$ cat src/rtl/io_mem_loader.sv
// Byte-stream loader/dumper for the IO port of the 16-bit unified memory.
// LOAD (0x01) writes words received over the byte link; DUMP (0x02) streams
// words back out. Header: OPC, ADDR_H, ADDR_L, CNT_H, CNT_L (big-endian).
module io_mem_loader #(
    parameter int unsigned MEM_SIZE     = 200,
    parameter bit          HOLD_ON_LOAD = 1'b1
) (
    input  logic        CLK,
    input  logic        RST,
    input  logic [7:0]  RX_DATA,
    input  logic        RX_VALID,
    output logic        RX_READY,
    output logic [7:0]  TX_DATA,
    output logic        TX_VALID,
    input  logic        TX_READY,
    output logic [15:0] RADDR_IO,
    input  logic [15:0] DATA_OUT_IO,
    output logic [15:0] WADDR_IO,
    output logic [15:0] DATA_IN_IO,
    output logic        MW_IO_ON,
    output logic        BUSY,
    output logic        CPU_HOLD,
    output logic        DONE,
    output logic        ERR
);

    localparam logic [16:0] MemLimit = 17'(MEM_SIZE);

    typedef enum logic [2:0] {
        StIdle, StHdr, StLdHi, StLdLo, StWr, StDpRd, StDpHi, StDpLo
    } state_e;

    state_e      state_q, state_d;
    logic [1:0]  hdr_cnt_q, hdr_cnt_d;
    logic        is_load_q, is_load_d;
    logic [15:0] addr_q, addr_d;
    logic [15:0] cnt_q, cnt_d;
    logic [15:0] word_q, word_d;
    logic [15:0] waddr_q, waddr_d;
    logic [15:0] din_q, din_d;
    logic [15:0] raddr_q, raddr_d;
    logic        mw_q, mw_d;
    logic        err_q, err_d;
    logic        done_q, done_d;
    logic        rx_ready_q, rx_ready_d;

    logic        rx_fire;
    logic        tx_fire;
    logic        addr_ok;

    assign rx_fire = RX_VALID & rx_ready_q;
    assign tx_fire = TX_VALID & TX_READY;
    assign addr_ok = ({1'b0, addr_q} < MemLimit);

    // Next-state logic: command parsing, word assembly, write and dump sequencing.
    always_comb begin
        state_d   = state_q;
        hdr_cnt_d = hdr_cnt_q;
        is_load_d = is_load_q;
        addr_d    = addr_q;
        cnt_d     = cnt_q;
        word_d    = word_q;
        waddr_d   = waddr_q;
        din_d     = din_q;
        raddr_d   = raddr_q;
        mw_d      = 1'b0;
        err_d     = err_q;
        done_d    = 1'b0;

        unique case (state_q)
            StIdle: begin
                if (rx_fire) begin
                    err_d = 1'b0;
                    if (RX_DATA == 8'h01 || RX_DATA == 8'h02) begin
                        is_load_d = (RX_DATA == 8'h01);
                        hdr_cnt_d = 2'd0;
                        state_d   = StHdr;
                    end else begin
                        err_d = 1'b1;
                    end
                end
            end
            StHdr: begin
                if (rx_fire) begin
                    hdr_cnt_d = hdr_cnt_q + 2'd1;
                    unique case (hdr_cnt_q)
                        2'd0: addr_d[15:8] = RX_DATA;
                        2'd1: addr_d[7:0]  = RX_DATA;
                        2'd2: cnt_d[15:8]  = RX_DATA;
                        2'd3: begin
                            cnt_d[7:0] = RX_DATA;
                            if ({cnt_q[15:8], RX_DATA} == 16'd0) begin
                                done_d  = 1'b1;
                                state_d = StIdle;
                            end else begin
                                state_d = is_load_q ? StLdHi : StDpRd;
                            end
                        end
                    endcase
                end
            end
            StLdHi: begin
                if (rx_fire) begin
                    word_d[15:8] = RX_DATA;
                    state_d      = StLdLo;
                end
            end
            StLdLo: begin
                if (rx_fire) begin
                    // Write strobe, address and data are registered on entry to
                    // StWr so they are steady across the memory's negedge capture.
                    word_d[7:0] = RX_DATA;
                    waddr_d     = addr_q;
                    din_d       = {word_q[15:8], RX_DATA};
                    mw_d        = addr_ok;
                    state_d     = StWr;
                end
            end
            StWr: begin
                if (!addr_ok) begin
                    err_d = 1'b1;
                end
                addr_d = addr_q + 16'd1;
                cnt_d  = cnt_q - 16'd1;
                if (cnt_q == 16'd1) begin
                    done_d  = 1'b1;
                    state_d = StIdle;
                end else begin
                    state_d = StLdHi;
                end
            end
            StDpRd: begin
                // RADDR_IO already points at addr_q; out-of-range reads return zero.
                word_d  = addr_ok ? DATA_OUT_IO : 16'h0000;
                if (!addr_ok) begin
                    err_d = 1'b1;
                end
                state_d = StDpHi;
            end
            StDpHi: begin
                if (tx_fire) begin
                    state_d = StDpLo;
                end
            end
            StDpLo: begin
                if (tx_fire) begin
                    addr_d = addr_q + 16'd1;
                    cnt_d  = cnt_q - 16'd1;
                    if (cnt_q == 16'd1) begin
                        done_d  = 1'b1;
                        state_d = StIdle;
                    end else begin
                        state_d = StDpRd;
                    end
                end
            end
            default: state_d = StIdle;
        endcase

        if (state_d == StDpRd) begin
            raddr_d = addr_d;
        end

        rx_ready_d = (state_d == StIdle) || (state_d == StHdr) ||
                     (state_d == StLdHi) || (state_d == StLdLo);
    end

    // State and datapath registers; reset aborts any command in flight.
    always_ff @(posedge CLK or posedge RST) begin
        if (RST) begin
            state_q    <= StIdle;
            hdr_cnt_q  <= 2'd0;
            is_load_q  <= 1'b0;
            addr_q     <= 16'h0000;
            cnt_q      <= 16'h0000;
            word_q     <= 16'h0000;
            waddr_q    <= 16'h0000;
            din_q      <= 16'h0000;
            raddr_q    <= 16'h0000;
            mw_q       <= 1'b0;
            err_q      <= 1'b0;
            done_q     <= 1'b0;
            rx_ready_q <= 1'b0;
        end else begin
            state_q    <= state_d;
            hdr_cnt_q  <= hdr_cnt_d;
            is_load_q  <= is_load_d;
            addr_q     <= addr_d;
            cnt_q      <= cnt_d;
            word_q     <= word_d;
            waddr_q    <= waddr_d;
            din_q      <= din_d;
            raddr_q    <= raddr_d;
            mw_q       <= mw_d;
            err_q      <= err_d;
            done_q     <= done_d;
            rx_ready_q <= rx_ready_d;
        end
    end

    // Output decode from the registered state.
    always_comb begin
        TX_DATA = 8'h00;
        if (state_q == StDpHi) begin
            TX_DATA = word_q[15:8];
        end else if (state_q == StDpLo) begin
            TX_DATA = word_q[7:0];
        end
    end

    assign RX_READY   = rx_ready_q;
    assign TX_VALID   = (state_q == StDpHi) || (state_q == StDpLo);
    assign RADDR_IO   = raddr_q;
    assign WADDR_IO   = waddr_q;
    assign DATA_IN_IO = din_q;
    assign MW_IO_ON   = mw_q;
    assign BUSY       = (state_q != StIdle);
    assign CPU_HOLD   = HOLD_ON_LOAD && is_load_q &&
                        ((state_q == StHdr) || (state_q == StLdHi) ||
                         (state_q == StLdLo) || (state_q == StWr));
    assign DONE       = done_q;
    assign ERR        = err_q;

endmodule

$ cat config.mk
export PLATFORM = sky130hd
export DESIGN_NAME = io_mem_loader
export DESIGN_NICKNAME = d
export VERILOG_FILES = /design/src/rtl/io_mem_loader.sv
export SDC_FILE = /design/constraint.sdc
export NUM_CORES = 1
export LEC_CHECK = 0
export CORE_AREA = 2 2 104 106
export CTS_CLUSTER_SIZE = 12
export DETAILED_ROUTE_END_ITERATION = 8
export DIE_AREA = 0 0 106 108
export PLACE_DENSITY = 0.89
export SYNTH_ARGS = -nofsm -noshare
export SYNTH_HDL_FRONTEND = slang
export SYNTH_SLANG_ARGS = --single-unit
$ cat constraint.sdc
create_clock -name CLK -period 6.8 [get_ports CLK]
set_clock_uncertainty 0.1 [all_clocks]
set_input_delay 1.02 -clock CLK [delete_from_list [all_inputs] [get_ports CLK]]
set_output_delay 1.02 -clock CLK [all_outputs]
set_load 0.02 [all_outputs]
==> qor.yml <==
timing:
  finalHoldViolations: 0
  fin_ws_ps: 2960
  clock.fmax_ghz: 0.260
  final_max_slew_viol_count: 0
  period_share_pct: 56.5
  rsz0062_at_grt: "false"
  tns_ps: 0
  fin_crit_ps: 3840
  slew_headroom_pct: 17.2
  worst-slew-pin-transition_ps: 1240
  setup_viol: 0
global_route:
  grt_pass1_vias: 5017
  grt_start_max_net_pins: 58
  grt_overflow: 0
  antenna_found_initial: 0
  grtUsageTotal_pct: 28.8
  grt_pass1_wl_um: 26100
die:
  die_y_um: 108
  num_rows: 37
  start_util_pct: 57.8
  io_pins: 91
  die_w_um: 106
  core_mm2: 0.0102
  die-area_mm2: 0.0114
worst_hold_path:
  hp-start: "WADDR_IO[12]"
  whs_path_depth: 2
  holdPathEnd: "WADDR_IO[12]"
  hp-class: "flip-flop to flip-flop"
power_and_ir_drop:
  p_per_area_mw_per_mm2: 428
  combPwrFrac_pct: 46.2
  max-vdd-ir-drop_mv: 0.200
  p_leak_nw: 3.00
  internal_power_mw: 1.67
  p_seq_share_pct: 40.8
  pwr-share-clk_pct: 13.0
  swShare_pct: 44.2
  p_total_mw: 2.99
  p_sw_mw: 1.32
final_layout:
  synthToLayoutAreaGrowth_pct: 18.1
  final_area_mm2: 0.00699
  fin_cells: 837
  n_antenna_cell: 0
  drive_gt1_share_pct: 7.99
  final_net_count: 731
place:
  gp_congestion: 0.960
  dp_cells: 821
  io_buffers: 90
  dp_hpwl_um: 11000
  pre_cts_ws_ps: 3090
  post_dp_cell_area_mm2: 0.00679
logic_synthesis:
  synth_flop_cell: "dfrtp_1"
  yosysUniqueCellTypes: 79
  ys_seq_elements: 106
  avgSynthCellArea_um2: 9.23
  syn_nets: 676
  synth_area_mm2: 0.00591
  synthCells: 641
  yosysSeqAreaShare_pct: 44.8
  synth_edf_count: 0
  ys.warnings.count: 0
  async_reset_ff_share_pct: 100
clock_tree:
  clk_pin_slew_ps: 100
  cts_max_path_buffers: 2
  clock_latency_ps: 380
  cts_htree_levels: 3
  clkSinkCount: 106
  post_cts_resized: 0
  cts_tree: "done"
  ctsHoldBuffers: 0
  numCtsBuffers: 9
  post_cts_buffers: 0
  cts-root-buf: "clkbuf_8"
critical_path:
  cp_max_fo: 30
  r2r-start: "state_q[1]"
  start_kind: "flip-flop"
  r2r_slack_ps: 3530
  worst_r2r_path_depth: 5
  crit_required_ps: 5680
  reg2reg_to: "RADDR_IO[10]"
  cp-end-kind: "primary output"
  cp_data_arrival_time_ps: 2720
  crit_type: "flip-flop to primary output"
job:
  cap_viol_max_count: 0
drt:
  drc_errors: 0
  route.detailed.wl_per_inst_um: 19.2
  wl_um: 16000
  dr.pass1.iters: 8
  vias_per_cell: 6.32
  drt-initial-drc-count: 615
  via_count: 5293
  ant_nets: 0
outcome:
  outcome: "complete, no violations"
-- metrics by stage --
| step | utilization (%) | hold slack (ps) |
|---|---|---|
| 2_1_floorplan | - | 361 |
| 3_3_place_gp | 66.4 | 360 |
| 3_5_place_dp | 66.4 | 367 |
| 4_1_cts | 68.3 | 395 |
| 5_1_grt | 68.3 | 413 |
| 6_report | 68.3 | 392 |
-- logic make-up after synthesis --
family / Yosys count / share of synthesized area [%]
simple gates: 262 / 21.4
compound gates: 160 / 19.9
flops: 106 / 44.8
buf+inv: 68 / 5.01
mux: 35 / 6.94
fa+ha+maj: 7 / 1.48
xor+xnor: 3 / 0.444
-- how the worst max path moves through the flow --
stage,startpoint,endpoint,slack [ps],depth (start not counted)
after floorplan,RST,DATA_IN_IO[0],2890,1
after global placement,RX_VALID,RADDR_IO[9],3230,6
after detailed placement,RX_VALID,cnt_q[4],3090,6
after CTS,state_q[1],TX_DATA[0],2980,3
after global routing,state_q[1],TX_DATA[0],2780,3
final,state_q[1],TX_DATA[2],2960,3
-- worst max-delay path, stage by stage (launching register included) --
cell and delay [ps]:
dfrtp_1 970, nand2_1 530, nor2_1 230, clkdlybuf4s50_1 620
-- cells in the final DEF, fill, tap and decap left out, drive strengths merged, types with 3 or more instances in the layout --
master	instances
nand2	136
dfrtp	106
clkdlybuf4s50	90
o21ai	40
nor2	38
a21oi	22
inv	22
mux2	18
mux2i	17
o22ai	16
nand3	16
a22o	14
nor4	13
nor3	12
nand4	10
clkbuf	9
and3	8
a2bb2oi	8
ha	7
o211ai	6
nor3b	6
a21o	6
a221o	6
and2	4
and4	4
buf	4
o31ai	4
o41ai	4
o221a	4
a21boi	3
o21a	3
or4	3
o2bb2ai	3
or3	3
clkinv	3
-- layer usage --
metal  vias to the layer above  part of all wire, %  global-route usage [%]
met5                         -                    0                       0
met4                         0                  3.0                    10.8
met3                        42                  9.1                    5.49
met2                       295                   45                    44.1
met1                      2531                   43                    40.9
li1                       2425                    -                       -
-- area by class of cell --
type / instances / area [um^2]
Timing Repair Buffer: 94 / 931
Tap cell: 136 / 170
Fill cell: 775 / 3250
Multi-Input combinational cell: 467 / 2970
Sequential cell: 106 / 2650
Clock inverter: 7 / 67.6
Inverter: 18 / 70.1
Clock buffer: 9 / 124
-- synthesized netlist by cell type (4+ instances only) --
library cell  number  area share, %
nand2_1          135            8.6
dfrtp_1          106             45
nor2_1            37            2.3
o21ai_0           37            3.1
buf_2             22            1.9
a21oi_1           21            1.8
clkbuf_1          20            1.3
inv_1             18            1.1
mux2i_1           17            2.9
o22ai_1           16            1.7
nand3_1           15            1.3
a22o_1            14            2.1
nor3_1            12            1.0
mux2_4            10            2.5
nor4_1            10            1.1
a2bb2oi_1          8            1.2
and3_1             8           0.85
nand4_1            8           0.85
ha_1               7            1.5
a21o_1             6           0.76
a221o_1            6            1.0
nor3b_1            6           0.76
o211ai_1           6           0.76
mux2_2             5           0.95
and2_1             4           0.42
and4_1             4           0.59
buf_1              4           0.25
-- power groups by stage --
stage	Sequential, mW	Combinational (mW)	Clock, mW
3_3_place_gp	1.20	1.32	0
3_5_place_dp	1.22	1.37	0
5_1_grt	1.26	1.49	0.419
2_1_floorplan	1.22	0.854	0
6_report	1.22	1.38	0.387
4_1_cts	1.21	1.37	0.388
-- sequential cells by signal, indices dropped and copies added, names as in the netlist, 2 cells and up --
name / cells
RADDR_IO: 16
DATA_IN_IO: 16
WADDR_IO: 16
hdr_cnt_q: 2
word_q: 16
addr_q: 16
cnt_q: 16
state_q: 3
No activity file was read; power rests on OpenSTA's default activity.
